### src/rtl/uart_rx.sv
// Bus-attached 8N1 UART receiver: synchroniser, receive FSM, byte FIFO and
// RXDATA/STATUS/CTRL registers with a level interrupt while data is pending.
module uart_rx #(
  parameter int unsigned ClockFrequency = 50_000_000,
  parameter int unsigned BaudRate       = 115_200,
  parameter int unsigned FifoDepth      = 8
) (
  input  logic        clk_sys_i,
  input  logic        rst_sys_ni,
  input  logic        device_req_i,
  input  logic [31:0] device_addr_i,
  input  logic        device_we_i,
  input  logic [3:0]  device_be_i,
  input  logic [31:0] device_wdata_i,
  output logic        device_rvalid_o,
  output logic [31:0] device_rdata_o,
  input  logic        uart_rx_i,
  output logic        rx_irq_o
);

  localparam int unsigned ClocksPerBit = ClockFrequency / BaudRate;
  localparam int unsigned CntW         = $clog2(ClocksPerBit);
  localparam int unsigned PtrW         = $clog2(FifoDepth);
  localparam logic [CntW-1:0] CntFull  = CntW'(ClocksPerBit - 1);
  localparam logic [CntW-1:0] CntHalf  = CntW'(ClocksPerBit / 2 - 1);
  localparam logic [PtrW:0]   FullCnt  = (PtrW + 1)'(FifoDepth);

  typedef enum logic [1:0] {IDLE, START, DATA, STOP} state_t;

  state_t          state_r;
  logic [CntW-1:0] cnt_r;
  logic [2:0]      idx_r;
  logic [7:0]      shift_r;
  logic            sync1_r, sync2_r, prev_r;

  logic [7:0]      mem_r [FifoDepth];
  logic [PtrW-1:0] wr_ptr_r, rd_ptr_r;
  logic [PtrW:0]   count_r;
  logic            overrun_r, frame_err_r, irq_en_r, irq_r;
  logic            rvalid_r;
  logic [31:0]     rdata_r;

  logic            rd_s, wr_s, empty_s, full_s, pop_s, push_s, push_ok_s;
  logic            ferr_s, ovr_set_s, irq_en_next_s;
  logic [1:0]      sel_s;
  logic [PtrW:0]   count_next_s;
  logic [31:0]     rdata_next_s;
  logic            unused_s;

  assign unused_s = ^{device_be_i, device_addr_i[31:4], device_addr_i[1:0],
                      device_wdata_i[31:4], device_wdata_i[1]};

  // Two-flop synchroniser plus one delayed copy for falling-edge detection.
  always_ff @(posedge clk_sys_i or negedge rst_sys_ni) begin
    if (!rst_sys_ni) begin
      sync1_r <= 1'b1;
      sync2_r <= 1'b1;
      prev_r  <= 1'b1;
    end else begin
      sync1_r <= uart_rx_i;
      sync2_r <= sync1_r;
      prev_r  <= sync2_r;
    end
  end

  // Receive FSM: mid-bit sampling with a half-bit delay from the start edge.
  always_ff @(posedge clk_sys_i or negedge rst_sys_ni) begin
    if (!rst_sys_ni) begin
      state_r <= IDLE;
      cnt_r   <= '0;
      idx_r   <= 3'd0;
      shift_r <= 8'h00;
    end else begin
      case (state_r)
        IDLE: begin
          if (prev_r && !sync2_r) begin
            cnt_r   <= CntHalf;
            state_r <= START;
          end
        end
        START: begin
          if (cnt_r == '0) begin
            if (!sync2_r) begin
              cnt_r   <= CntFull;
              idx_r   <= 3'd0;
              state_r <= DATA;
            end else begin
              state_r <= IDLE;
            end
          end else begin
            cnt_r <= cnt_r - 1'b1;
          end
        end
        DATA: begin
          if (cnt_r == '0) begin
            shift_r[idx_r] <= sync2_r;
            cnt_r          <= CntFull;
            if (idx_r == 3'd7) begin
              state_r <= STOP;
            end else begin
              idx_r <= idx_r + 3'd1;
            end
          end else begin
            cnt_r <= cnt_r - 1'b1;
          end
        end
        STOP: begin
          if (cnt_r == '0) begin
            state_r <= IDLE;
          end else begin
            cnt_r <= cnt_r - 1'b1;
          end
        end
        default: state_r <= IDLE;
      endcase
    end
  end

  // Bus decode, FIFO control and next-state values for the registered outputs.
  always_comb begin
    rd_s          = device_req_i && !device_we_i;
    wr_s          = device_req_i && device_we_i;
    sel_s         = device_addr_i[3:2];
    empty_s       = (count_r == '0);
    full_s        = (count_r == FullCnt);
    push_s        = (state_r == STOP) && (cnt_r == '0) && sync2_r;
    ferr_s        = (state_r == STOP) && (cnt_r == '0) && !sync2_r;
    pop_s         = rd_s && (sel_s == 2'd0) && !empty_s;
    push_ok_s     = push_s && (!full_s || pop_s);
    ovr_set_s     = push_s && full_s && !pop_s;
    irq_en_next_s = irq_en_r;
    if (wr_s && (sel_s == 2'd2)) begin
      irq_en_next_s = device_wdata_i[0];
    end else begin
      irq_en_next_s = irq_en_r;
    end
    case ({push_ok_s, pop_s})
      2'b10:   count_next_s = count_r + 1'b1;
      2'b01:   count_next_s = count_r - 1'b1;
      default: count_next_s = count_r;
    endcase
    rdata_next_s = 32'h0000_0000;
    if (rd_s) begin
      case (sel_s)
        2'd0:    rdata_next_s = empty_s ? 32'h0000_0000 : {24'h00_0000, mem_r[rd_ptr_r]};
        2'd1:    rdata_next_s = {28'h000_0000, frame_err_r, overrun_r, full_s, !empty_s};
        2'd2:    rdata_next_s = {31'h0000_0000, irq_en_r};
        default: rdata_next_s = 32'h0000_0000;
      endcase
    end else begin
      rdata_next_s = 32'h0000_0000;
    end
  end

  // FIFO storage; contents need no reset since count qualifies every read.
  always_ff @(posedge clk_sys_i) begin
    if (push_ok_s) begin
      mem_r[wr_ptr_r] <= shift_r;
    end
  end

  // FIFO pointers, sticky status, control register and bus response.
  always_ff @(posedge clk_sys_i or negedge rst_sys_ni) begin
    if (!rst_sys_ni) begin
      wr_ptr_r    <= '0;
      rd_ptr_r    <= '0;
      count_r     <= '0;
      overrun_r   <= 1'b0;
      frame_err_r <= 1'b0;
      irq_en_r    <= 1'b0;
      irq_r       <= 1'b0;
      rvalid_r    <= 1'b0;
      rdata_r     <= 32'h0000_0000;
    end else begin
      if (push_ok_s) wr_ptr_r <= wr_ptr_r + 1'b1;
      if (pop_s)     rd_ptr_r <= rd_ptr_r + 1'b1;
      count_r  <= count_next_s;
      irq_en_r <= irq_en_next_s;
      // Computed from next-state values so the interrupt tracks not_empty exactly.
      irq_r    <= irq_en_next_s && (count_next_s != '0);
      rvalid_r <= device_req_i;
      rdata_r  <= rdata_next_s;
      if (ovr_set_s) begin
        overrun_r <= 1'b1;
      end else if (wr_s && (sel_s == 2'd1) && device_wdata_i[2]) begin
        overrun_r <= 1'b0;
      end
      if (ferr_s) begin
        frame_err_r <= 1'b1;
      end else if (wr_s && (sel_s == 2'd1) && device_wdata_i[3]) begin
        frame_err_r <= 1'b0;
      end
    end
  end

  assign device_rvalid_o = rvalid_r;
  assign device_rdata_o  = rdata_r;
  assign rx_irq_o        = irq_r;

endmodule

### config.mk
export PLATFORM = sky130hd
export DESIGN_NAME = uart_rx
export DESIGN_NICKNAME = d
export VERILOG_FILES = /design/src/rtl/uart_rx.sv
export SDC_FILE = /design/constraint.sdc
export NUM_CORES = 1
export LEC_CHECK = 0
export ABC_AREA = 1
export CORE_MARGIN = 2
export CORE_UTILIZATION = 46
export DETAILED_ROUTE_END_ITERATION = 8
export PLACE_DENSITY = 0.76
export RECOVER_POWER = 50
export SETUP_SLACK_MARGIN = 0.02
export SLEW_MARGIN = 0
export SYNTH_ARGS = -nofsm -noshare
export SYNTH_HDL_FRONTEND = slang
export SYNTH_SLANG_ARGS = --single-unit
### constraint.sdc
create_clock -name clk_sys_i -period 2.3 [get_ports clk_sys_i]
set_input_delay 0.23 -clock clk_sys_i [delete_from_list [all_inputs] [get_ports clk_sys_i]]
set_output_delay 0.23 -clock clk_sys_i [all_outputs]
set_load 0.02 [all_outputs]
==> impl_results.md <==
* Quantity of I/O buffers inserted on ports at 19
* Most used flip-flop cell after synthesis: sky130_fd_sc_hd__edfxtp_1
* Nature of the critical path endpoint: register
* Crit-path slowest cell: sky130_fd_sc_hd__dfrtp_1
* Post-route fraction of the period consumed by the critical path at 0.9929
* Worst R2R Path Depth at 19
* CTS sink cnt at 112
* Actual transition at the worst max-transition pin at 1609 ps
* Synthesis Warnings at 0
* CP Data Arrival Time at 2520 ps
* Post-layout instance area at 5956 um2
* Global-route wire length before repair at 16.86 mm
* Power per Cell Area at 999.5 nW/um2
* Worst VDD drop at 0.7038 mV
* Global Route Usage Sum at 0.1734
* Clock skew after layout at 15.13 ps
* Finish-stage setup viols at 0
* Cell types occupying the most area after synthesis: sky130_fd_sc_hd__edfxtp_1, sky130_fd_sc_hd__dfrtp_1, sky130_fd_sc_hd__nand2_1
* Drc violations at 0
* Standard-cell row count at 38
* Number of clock buffers inserted by TritonCTS at 9
* Largest incremental delay on the critical path at 380 ps
* TritonCTS clock tree: yes
* Max H-tree Level at 3
* Beginning of the worst hold path: sync1_r$_DFF_PN1_
* Capture endpoint of the worst hold path: sync2_r$_DFF_PN1_
* IO Pins at 107
* Post-detailed-placement half-perimeter wirelength at 6.789 mm
* Critical R2R Capture: rx_irq_o$_DFF_PN0_
* Cell repeated most along the worst path: sky130_fd_sc_hd__nand2_2
* Setup repair after global routing missed its margin: true
* Post-synthesis instance area at 5214 um2
* Proportion of synthesized chip area in sequential cells at 0.5997
* Share of the synthesized area in the top cell type at 0.3686
* Share of synthesized registers carrying an async set or reset at 0.4286
* Slew Viols, Final at 30
* Most common cell after layout, fill and taps aside: sky130_fd_sc_hd__edfxtp_1
* Leading area contributor after synthesis: sky130_fd_sc_hd__edfxtp_1
* N_diodes at 0
* Wirelength per Cell at 14.93 um
* Routability congestion estimate from global placement at 0.8904
* Result of the run: finished, violations left
* Avg Synthesized Cell Area at 10.53 um2
* Crit-path cells: inv_2 -> ha_4 -> inv_2 -> nor2_2 -> nand2_2 -> nor2_4 -> nand3_4 -> nand2_8 -> xor2_1 -> inv_1 -> ha_2 -> inv_2 -> nand2_2 -> nand2_2 -> nand3_2 -> nand2_2 -> nand2_1 -> nor2_1 -> nor2_1
* Layout-stage area growth over the synthesis result at 14.23%
* Total wirelength of the detailed-routed design at 10.20 mm
* Die Wd at 110.5 um
* Final Hold Vio Count at 0
* Total number of vias at 3618
* Initial antenna violation count at 0
* Core ar. at 10940 um2
* Leak Pwr at 2.548 nW
* Starting density of the core at 0.4768
* Largest fanout on the critical path at 4
* Family of cells with the greatest summed delay on the critical path: simple AND/OR/NAND/NOR gates
* Violated checks: capacitance limit, slew limit
* Count of TritonRoute iterations in the first routing pass at 4
* Number of synthesized flops with an enable pin at 64
* Flop-to-flop setup slack at 20 ps
* Count of state elements after synthesis at 112
* Critical path class: reg2reg
* Beginning of the worst register-to-register path: cnt_r[1]$_DFFE_PN0P_
* Number of DRC violations after detailed-routing iteration 0 at 345
* Master cell of the clock root buffer: sky130_fd_sc_hd__clkbuf_16
* Post-layout min period at 2284 ps
* Final standard cell utilization of the core at 0.5446
* # nets final at 623
* Total buffers and inverters traversed by the critical path at 4
* Insertion delay of the later-clocked pin in the worst-skew pair at 360 ps
* Max_cap viols at 1
* Clock-pin slew on the worst setup and hold paths at 80 ps
* Hold Slack at 357.3 ps
* Global-route congestion overflow total at 0
* Die ar. at 12200 um2
* Count of cells along the worst hold path at 0
* Timing-limited maximum frequency at 0.4379 GHz
* Placed Instance Area at 5587 um2
* Startpoint type of the worst setup path: register
* Count of mapped cells out of synthesis at 495
* Remaining number of nets flagged by the antenna check after routing at 0
* Floorplan die height at 110.5 um
* Via count of the first global-routing pass at 3579
* Kind of path behind the tightest hold check: reg2reg
* DR vias/cell at 5.297
* Critical path required time at 2530 ps
* Distinct cell type count after synthesis at 41
* Fin Setup TNS at 0 ps
* Remaining max-slew budget at the tightest pin at -0.07251
* Maximum clock path buffer count at 2
* Largest net degree at the start of global routing at 34
* Top library cells by usage in the layout, fill and taps aside: sky130_fd_sc_hd__edfxtp_1, sky130_fd_sc_hd__nand2_1, sky130_fd_sc_hd__nor2_1, sky130_fd_sc_hd__inv_1, sky130_fd_sc_hd__o21ai_0
* Fraction of final layout cells with drive strength greater than 1 at 0.1473
how the worst max path moves through the flow:
stage	slack, ps	cells after the start	startpoint	endpoint
3_5_place_dp	20	19	cnt_r[0]$_DFFE_PN0P_	rx_irq_o$_DFF_PN0_
5_1_grt	-170	19	cnt_r[1]$_DFFE_PN0P_	rx_irq_o$_DFF_PN0_
3_3_place_gp	90	19	cnt_r[0]$_DFFE_PN0P_	rx_irq_o$_DFF_PN0_
6_report	20	19	cnt_r[1]$_DFFE_PN0P_	rx_irq_o$_DFF_PN0_
2_1_floorplan	-50	10	cnt_r[0]$_DFFE_PN0P_	mem_r[0][0]$_DFFE_PP_
4_1_cts	30	19	cnt_r[1]$_DFFE_PN0P_	rx_irq_o$_DFF_PN0_
metrics by stage:
stage / power [mW] / cells / setup WS, ps
2_1_floorplan: 3.848 / 518 / -52.53
5_1_grt: 6.335 / 683 / -165.9
6_report: 5.953 / 683 / 16.43
4_1_cts: 5.857 / 679 / 25.26
3_5_place_dp: 4.304 / 662 / 21.69
3_3_place_gp: 4.231 / 662 / 85.43
cells by family (layout without fill, tap and decap cells):
logic type,after synthesis,after routing,share of synthesized area
and+or+nand+nor,175,175,0.1586
DFF,112,112,0.5997
buffers and inverters,93,118,0.08567
AOI/OAI and AO/OA,85,85,0.09624
adders and majority gates,12,12,0.02880
xor gates and xnor gates,10,10,0.01680
muxes,7,7,0.01344
other,1,24,0.0007193
registers in the layout (all words and copies together), names as in the netlist, named ones only:
signal and cells:
shift_r 8, prev_r 1, irq_en_r 1, cnt_r 9, wr_ptr_r 3, sync2_r 1, count_r 4, mem_r 64
device_rvalid_o 1, device_rdata_o 8, overrun_r 1, rd_ptr_r 3, rx_irq_o 1, state_r 1, idx_r 3, sync1_r 1
frame_err_r 1
where the power goes:
group          internal [mW]  switching, mW
registers               2.29          0.151
logic                  0.677           1.27
clock network          0.779          0.778
total                   3.75           2.20
cells in the mapped netlist (4+ instances only):
cell                       count
sky130_fd_sc_hd__nand2_2       6
sky130_fd_sc_hd__mux2i_1       7
sky130_fd_sc_hd__clkbuf_1      9
sky130_fd_sc_hd__edfxtp_1     64
sky130_fd_sc_hd__xor2_1       10
sky130_fd_sc_hd__o21ai_0      46
sky130_fd_sc_hd__nor3_1       13
sky130_fd_sc_hd__nor2_2        4
sky130_fd_sc_hd__buf_4        24
sky130_fd_sc_hd__o221ai_1      6
sky130_fd_sc_hd__nand2_1      64
sky130_fd_sc_hd__a21oi_1      11
sky130_fd_sc_hd__dfrtp_1      45
sky130_fd_sc_hd__nor2_1       57
sky130_fd_sc_hd__o22ai_1       5
sky130_fd_sc_hd__nand3_1      19
sky130_fd_sc_hd__inv_1        54
sky130_fd_sc_hd__a31oi_1       6
sky130_fd_sc_hd__ha_1         12
per-layer routing:
| layer | up-vias | wire length (um) | track usage |
|---|---|---|---|
| met3 | 18 | 563 | 0.03787 |
| met5 | - | 0 | 0 |
| met2 | 126 | 5193 | 0.2933 |
| met4 | 0 | 212 | 0.07917 |
| li1 | 1717 | - | - |
| met1 | 1757 | 4230 | 0.2127 |
area by class of cell:
cell class / count / area (um2)
Fill cell: 884 / 4980
Sequential cell: 112 / 3127
Multi-Input combinational cell: 313 / 1763
Timing Repair Buffer: 44 / 365.4
Clock buffer: 9 / 225.2
Inverter: 58 / 222.7
Tap cell: 140 / 175.2
Clock inverter: 7 / 77.57
repair_timing:
item | CTS | global route
hold buffers | 1 | 0
endpoints found under the hold margin | 24 | 0
setup endpoints to repair | 1 | 66
resized for setup | 1 | 14
buffers inserted | 0 | 4
pin swaps | 0 | 11
No activity file was read; power rests on OpenSTA's default activity.
